File: src/rtl/cmd_script_seq.sv
// cmd_script_seq: move-script player for RemoteComm.
// It holds DEPTH 16-bit Knight commands and issues the first len of them in
// order. For each command it waits for an 8-bit response, compares it with
// ACK, and applies a per-command timeout of TIMEOUT_CYC clocks.
// Optional feature macro: SCRIPT_LOOP_EN adds loop_i. When loop_i is high at
// the last entry, the player wraps back to entry 0 instead of finishing.
module cmd_script_seq #(
  parameter int         DEPTH       = 8,
  parameter int         TIMEOUT_CYC = 10000000,
  parameter logic [7:0] ACK         = 8'hA5,
  localparam int        AW          = $clog2(DEPTH),
  localparam int        LW          = AW + 1,
  localparam int        TW          = $clog2(TIMEOUT_CYC + 1)
) (
  input  logic          clk,
  input  logic          rst_n,
  input  logic          wr_en_i,
  input  logic [AW-1:0] wr_addr_i,
  input  logic [15:0]   wr_data_i,
  input  logic [LW-1:0] len_i,
  input  logic          start_i,
  input  logic          abort_i,
`ifdef SCRIPT_LOOP_EN
  input  logic          loop_i,
`endif
  output logic [15:0]   cmd_o,
  output logic          send_cmd_o,
  input  logic          cmd_sent_i,
  input  logic          resp_rdy_i,
  input  logic [7:0]    resp_i,
  output logic          busy_o,
  output logic          done_o,
  output logic          err_o,
  output logic [1:0]    err_code_o,
  output logic [AW-1:0] err_idx_o,
  output logic [AW-1:0] cur_idx_o
);

  // state       | meaning
  // S_IDLE      | waiting for start; script memory writable
  // S_LOAD      | fetch mem[cur_idx] into the command register
  // S_SEND      | one-cycle send_cmd strobe; arm the timeout
  // S_WAIT_SENT | waiting for cmd_sent (a response here is also accepted)
  // S_WAIT_RESP | waiting for resp_rdy
  // S_DONE      | one-cycle done pulse, then back to idle
  typedef enum logic [2:0] {
    S_IDLE,
    S_LOAD,
    S_SEND,
    S_WAIT_SENT,
    S_WAIT_RESP,
    S_DONE
  } state_t;

  localparam logic [1:0] E_NONE    = 2'b00;
  localparam logic [1:0] E_TIMEOUT = 2'b01;
  localparam logic [1:0] E_BADRESP = 2'b10;
  localparam logic [1:0] E_ABORT   = 2'b11;

  state_t        state_q;
  logic [15:0]   mem_q [DEPTH];
  logic [15:0]   cmd_q;
  logic          send_cmd_q;
  logic          busy_q;
  logic          done_q;
  logic          err_q;
  logic [1:0]    err_code_q;
  logic [AW-1:0] err_idx_q;
  logic [AW-1:0] cur_idx_q;
  logic [LW-1:0] len_q;
  logic [TW-1:0] tmr_q;

  logic [LW-1:0] len_d;
  logic          last_entry;
  logic          resp_ok;
  logic          tmr_expired;
  logic          loop_en;

  // A length above DEPTH plays the whole script.
  assign len_d       = (len_i > LW'(DEPTH)) ? LW'(DEPTH) : len_i;
  assign last_entry  = ({1'b0, cur_idx_q} == (len_q - LW'(1)));
  assign resp_ok     = (resp_i == ACK);
  assign tmr_expired = (tmr_q == '0);

`ifdef SCRIPT_LOOP_EN
  assign loop_en = loop_i;
`else
  assign loop_en = 1'b0;
`endif

  // Script memory: host writes are allowed only while no playback is in progress.
  always_ff @(posedge clk) begin
    if (wr_en_i && !busy_q) begin
      mem_q[wr_addr_i] <= wr_data_i;
    end
  end

  // Playback FSM with registered outputs. The timeout is a down-counter
  // loaded in SEND, so it reaches zero on the TIMEOUT_CYC-th wait cycle.
  always_ff @(posedge clk or negedge rst_n) begin
    if (!rst_n) begin
      state_q    <= S_IDLE;
      cmd_q      <= '0;
      send_cmd_q <= 1'b0;
      busy_q     <= 1'b0;
      done_q     <= 1'b0;
      err_q      <= 1'b0;
      err_code_q <= E_NONE;
      err_idx_q  <= '0;
      cur_idx_q  <= '0;
      len_q      <= '0;
      tmr_q      <= '0;
    end else begin
      send_cmd_q <= 1'b0;
      done_q     <= 1'b0;
      case (state_q)
        S_IDLE: begin
          if (start_i && !abort_i) begin
            err_q      <= 1'b0;
            err_code_q <= E_NONE;
            err_idx_q  <= '0;
            cur_idx_q  <= '0;
            len_q      <= len_d;
            busy_q     <= 1'b1;
            if (len_i == '0) begin
              done_q  <= 1'b1;
              state_q <= S_DONE;
            end else begin
              state_q <= S_LOAD;
            end
          end
        end

        S_LOAD: begin
          if (abort_i) begin
            err_q      <= 1'b1;
            err_code_q <= E_ABORT;
            err_idx_q  <= cur_idx_q;
            done_q     <= 1'b1;
            state_q    <= S_DONE;
          end else begin
            cmd_q      <= mem_q[cur_idx_q];
            send_cmd_q <= 1'b1;
            state_q    <= S_SEND;
          end
        end

        S_SEND: begin
          if (abort_i) begin
            err_q      <= 1'b1;
            err_code_q <= E_ABORT;
            err_idx_q  <= cur_idx_q;
            done_q     <= 1'b1;
            state_q    <= S_DONE;
          end else begin
            tmr_q   <= TW'(TIMEOUT_CYC - 1);
            state_q <= S_WAIT_SENT;
          end
        end

        S_WAIT_SENT, S_WAIT_RESP: begin
          if (abort_i) begin
            err_q      <= 1'b1;
            err_code_q <= E_ABORT;
            err_idx_q  <= cur_idx_q;
            done_q     <= 1'b1;
            state_q    <= S_DONE;
          end else if (resp_rdy_i) begin
            // A response at the timeout limit still counts.
            if (!resp_ok) begin
              err_q      <= 1'b1;
              err_code_q <= E_BADRESP;
              err_idx_q  <= cur_idx_q;
              done_q     <= 1'b1;
              state_q    <= S_DONE;
            end else if (!last_entry) begin
              cur_idx_q <= cur_idx_q + AW'(1);
              state_q   <= S_LOAD;
            end else if (loop_en) begin
              cur_idx_q <= '0;
              state_q   <= S_LOAD;
            end else begin
              done_q  <= 1'b1;
              state_q <= S_DONE;
            end
          end else if (tmr_expired) begin
            err_q      <= 1'b1;
            err_code_q <= E_TIMEOUT;
            err_idx_q  <= cur_idx_q;
            done_q     <= 1'b1;
            state_q    <= S_DONE;
          end else begin
            tmr_q <= tmr_q - TW'(1);
            if (state_q == S_WAIT_SENT && cmd_sent_i) begin
              state_q <= S_WAIT_RESP;
            end
          end
        end

        // Completion has already been reported, so an abort arriving here is not
        // acted on. This avoids producing a second done pulse.
        S_DONE: begin
          busy_q  <= 1'b0;
          state_q <= S_IDLE;
        end

        default: begin
          state_q <= S_IDLE;
        end
      endcase
    end
  end

  assign cmd_o      = cmd_q;
  assign send_cmd_o = send_cmd_q;
  assign busy_o     = busy_q;
  assign done_o     = done_q;
  assign err_o      = err_q;
  assign err_code_o = err_code_q;
  assign err_idx_o  = err_idx_q;
  assign cur_idx_o  = cur_idx_q;

endmodule

File: config.mk
export PLATFORM = sky130hd
export DESIGN_NAME = cmd_script_seq
export DESIGN_NICKNAME = d
export VERILOG_FILES = /design/src/rtl/cmd_script_seq.sv
export SDC_FILE = /design/constraint.sdc
export NUM_CORES = 1
export LEC_CHECK = 0
export CAP_MARGIN = 20
export CELL_PAD_IN_SITES_DETAIL_PLACEMENT = 0
export CELL_PAD_IN_SITES_GLOBAL_PLACEMENT = 2
export CORE_UTILIZATION = 45
export DETAILED_ROUTE_END_ITERATION = 10
export PLACE_DENSITY = 0.81
export SKIP_LAST_GASP = 1
export SLEW_MARGIN = 20
export SYNTH_ARGS = -nofsm -noshare
export SYNTH_HDL_FRONTEND = slang
export SYNTH_SLANG_ARGS = --single-unit
File: constraint.sdc
create_clock -name clk -period 7 [get_ports clk]
set_clock_uncertainty 0.05 [all_clocks]
set_input_delay 1.4 -clock clk [delete_from_list [all_inputs] [get_ports clk]]
set_output_delay 1.4 -clock clk [all_outputs]
set_load 0.02 [all_outputs]
* After elaboration in Yosys (flattened, before gate mapping)
Memory sizes are Yosys's and may differ from the RTL's. A register that Yosys moved wholly into a read port is not among the register bits.
Cells that the tools add are included.
** Storage, ports and cells
- Word-level logic and storage cells :: 115
- Output and inout bits :: 28
- Bits in writable memories :: 128
- Memories :: 1
- Input port bits :: 38
- Flip-flop bits (word level) :: 43
** Memory list
- mem_q :: depth 8, bits a word 16, rd ports 1, clocked after Yosys merged registers in 1, write ports 1, line 61 : logic [15:0] mem_q [DEPTH];
** Operators by class
- Mux-type cells :: 58
- Add/subtract/negate cells :: 3
- Bitwise operators :: 1
- Reductions and logical operators :: 22
- Equality and inequality tests :: 19
- Order comparisons :: 1
** Operator list (count)
- 2-to-1 mux 24 bit :: 4
- 2-to-1 mux 3 bit :: 20
- one-hot mux 24 bit (2 select lines) :: 1
- zero test 24 bit :: 1
- subtractor 24 x 1 -> 24 bit (second input constant) :: 1
- 2-to-1 mux 1 bit :: 19
- != test 2 bit (second input constant) :: 8
- 2-to-1 mux 2 bit :: 6
- one-hot mux 3 bit (4 select lines) :: 1
- AND reduction 5 bit :: 2
- one-hot mux 3 bit (3 select lines) :: 1
- == test 8 bit (second input constant) :: 1
- != test 4 bit (second input constant) :: 2
- AND reduction 2 bit :: 4
- == test 3 x 2 -> 1 bit (second input constant) :: 2
- == test 3 bit (second input constant) :: 2
- one-hot mux 1 bit (3 select lines) :: 2
- one-hot mux 2 bit (3 select lines) :: 1
- one-hot mux 3 bit (2 select lines) :: 1
- AND reduction 6 bit :: 1
- nonzero test 2 bit :: 3
- != test 5 bit (second input constant) :: 1
- == test 3 x 4 -> 1 bit :: 1
- greater-than comparator 4 bit (second input constant) :: 1
- 13 further kinds :: 18

* Longest topological paths before layout
- Depth after elaboration :: 7
- Depth in mapped cells :: 9
- Depth with buffers taken out :: 7

* Worst setup path after synthesis
No wires, ideal clock.
- Path kind :: input port to flip-flop
- Start :: input port wr_addr_i[0]
- End :: memory mem_q[0][0], enable pin
- Data required time :: 6.541 ns
- Setup slack :: 3.493 ns
- Setup time :: 0.409 ns
- Arrival :: 3.047 ns
- Stages on the path :: 2
- Path buffers :: 0
- Cells stage by stage :: or3b_2 nor3_1
** RTL lines
- start, declared :: line 18 : input logic [AW-1:0] wr_addr_i,
- end, declared :: line 61
No word-level cell before the write port.

* Worst setup path in the final report
- Start :: input port abort_i
- End :: register err_code_q[1], in the netlist err_code_o[1]
** On the way
- Longest elaborated chain between the ends :: 4
- Elaborated cells on any way between the ends :: 9
- Classes of those cells :: eq/ne: 4; mux: 2; reduce/logical: 3
** Ends and longest elaborated chain
- start, declared :: line 22 : input logic abort_i,
- zero test 1 bit :: line 118 : if (start_i && !abort_i) begin
- logical AND 1 bit :: line 118
- != test 2 bit (no source line)
- AND reduction 5 bit (no source line)
- end signal, assigned :: line 108 : err_code_q <= E_NONE;
- end signal, assigned :: line 120 : err_code_q <= E_NONE;
- end signal, assigned :: line 137 : err_code_q <= E_ABORT;
- end, declared :: line 67 : logic [1:0] err_code_q;
Several ways; a longest one is shown, not always the timed one.
A chain may end at the register's enable or synchronous reset.

==> results.toml <==
[cts]
htreeDepth = 4
root_buffer = "clkbuf_16"
cts.sinks = 187
postCtsResizedCells = 0
clock_latency_ns = 0.43
cts.hold.buffers_added = 0
cts_tree = "done"
numCtsBuffers = 17
cts.path.max_buffers = 2
clk_pin_slew_ns = 0.06
post_cts_buffers = 0

[synth]
yosysTopAreaCell = "edfxtp_1"
synth_area_leaders = "edfxtp_1, dfrtp_1, mux4_2, mux2i_1, a21oi_1"
synthArstFlopShare_pct = 31.55
syn-mean-instance-area_um2 = 14.92
synth_top_area_share_pct = 48.24
synth_edf_count = 128
yosysWarnings = 0
synth.net_count = 576
synthFlopType = "edfxtp_1"
netlist_top_cells_count = "edfxtp_1, dfrtp_1, nor2_1"
synth_cell_type_count = 55
synth_most_common_cell = "edfxtp_1"
synth_seq_area_share_pct = 66.77
syn_inst = 534
synth_seq_cells = 187
synth.cell_area_um2 = 7968

[grt]
grt_max_degree = 60
gr-total-overflow = 0
grt_pass1_vias = 4875
antenna_found_initial = 0
grt_pass1_wl_um = 26790
track_usage_pct = 19.84

[placement]
routabilityCongestion = 0.7856
postPlaceCellArea_um2 = 8906
portBuffers = 65
hpwlAfterDp_um = 10240
dp.cells = 812

[critical_path]
reg2reg_slack_ns = 4.02
required_ns = 7.29
r2r_end = "tmr_q[2]"
critPathLaunchType = "input port"
arrival_ns = 3.42
crit_type = "in2reg"
ff2ff_path_depth = 5
crit_path_end_kind = "flip-flop"
slowest_stage = "clkdlybuf4s50_1"
rr_startpoint = "state_q[2]"
crit_family = "buffers and inverters"
crit_buf_inv = 1
path_cells = "clkdlybuf4s50_1, nand2b_1, nand3b_1, o21ai_0, o2bb2ai_1, a2bb2oi_1"
cp.depth = 6
cpPeakStageDelay_ns = 0.81
critPathMaxFanout = 15

[status]
status = "finished clean"

[pwr]
leakagePower_uw = 0.003137
seqPwrFrac_pct = 47.4
power.density_nw_per_um2 = 318.2
finalPower_uw = 3024
switching_share_pct = 29.30
p_comb_share_pct = 20.5
switchingPower_uw = 886.1
p_clk_share_pct = 32.1
internal-power_uw = 2138
vdd_drop_max_uv = 264.2

[timing]
finalSetupViolCount = 0
finalSetupTns_ns = 0
grt_setup_unrepaired = "no"
worst_slew_pin_slew_ns = 0.9425
slew_headroom_pct = 36.97
max_freq_mhz = 319.8
drv_slew = 0
fin_crit_sh_pct = 44.67
period_needed_ns = 3.127
hold_viol = 0

[final_layout]
final_cell_area_um2 = 9505
nets = 649
multi_input_area_um2 = 2516
fillers = 1401
syn_to_final_growth_pct = 19.30
fin_util_pct = 54.96
post_route_cells_drive_above_1_share_pct = 15.00
fin_cells = 845
antenna_cells = 0
seqCellArea_um2 = 5321

[detailed_routing]
vias = 4762
wl_um = 16530
drc = 0
drt_iter0_drc = 312
ant_nets = 0
wl_per_cell_um = 19.56
dr.pass1.iters = 4
via_per_inst = 5.636

[worst_hold_path]
holdPathEnd = "err_o"
worst_hold_startpoint = "err_o"
min_path_type = "reg2reg"
whs_path_depth = 1

[floorplanning]
start_util_pct = 46.06
core_area_um2 = 17300
die_x_um = 135.1
pin_count = 66
die_y_um = 135.1
num_rows = 48
die_area_um2 = 18240

[run]
drv_cap = 0
==> final cells by class <==
class | count | area share [%]
flip-flops and latches | 187 | 55.98
multi-input cells | 311 | 26.47
well taps | 225 | 2.962
inverters | 10 | 0.3949
clock buffers | 19 | 4.554
repair buffers | 80 | 7.951
clock inverters | 13 | 1.685
==> per-layer routing <==
| metal | wire length (µm) | GRT usage [%] |
|---|---|---|
| met5 | 0 | 0 |
| met4 | 155 | 5.056 |
| met3 | 696 | 4.842 |
| met2 | 8203 | 32.59 |
| met1 | 7476 | 26.58 |
==> worst max path at each step <==
| stage | startpoint | end | slack, ns |
|---|---|---|---|
| floorplan | wr_addr_i[0] | mem_q[0][0] | 3.49 |
| global placement | abort_i | err_o | 3.51 |
| global route | abort_i | err_code_o[1] | 3.70 |
| detailed placement | abort_i | err_idx_o[1] | 3.46 |
| finish | abort_i | err_code_o[1] | 3.87 |
| CTS | state_q[2] | tmr_q[2] | 3.78 |
==> cell usage in the layout (no fill, tap or decap), types with 3 or more instances in the layout <==
cell and count:
nand2_1 19, and2_1 5, nor2_1 37, edfxtp_1 128
a21oi_1 30, o21ai_0 14, nor4_1 10, dfrtp_1 58
ha_1 4, or3_1 7, clkbuf_16 17, a31oi_1 4
nand3b_1 4, nand2b_1 16, o31ai_1 13, mux4_2 32
inv_1 10, mux2i_1 24, o22ai_1 3, or2_2 3
o21a_1 3, nand3_1 16, nor3_1 9, or4_1 15
buf_4 14, o21ai_1 3, inv_8 5, clkdlybuf4s50_1 64
==> registers in the layout (all words and copies together) (netlist names), 2 cells and up <==
| signal | count |
|---|---|
| err_code_o | 2 |
| tmr_q | 24 |
| mem_q | 128 |
| cmd_o | 16 |
| cur_idx_o | 3 |
| state_q | 3 |
| err_idx_o | 3 |
| len_q | 4 |
==> logic make-up after synthesis <==
family / share of synthesized area, %
flip-flops: 66.77
AND/OR/NAND/NOR: 11.34
AO/OA/AOI/OAI: 6.800
multiplexers: 12.20
buffers and inverters: 1.932
adder cells (fa/ha/maj): 0.6282
XOR/XNOR: 0.3298
==> through the flow <==
stage / hold slack, ns / setup WS (ns)
CTS: 0.4520 / 3.779
detailed placement: 0.4378 / 3.462
finish: 0.4564 / 3.873
global placement: 0.4362 / 3.510
floorplan: 0.4231 / 3.493
global route: 0.4916 / 3.697
==> power by group through the flow <==
stage                     Sequential (µW)  Clock (µW)  Combinational, µW
after global placement               1450           0                609
after detailed placement             1450           0                625
after global routing                 1450        1030                693
final                                1430         971                620
after CTS                            1430         988                627
after floorplan                      1480           0                327
Note: power is estimated with default switching activity, not from simulation.
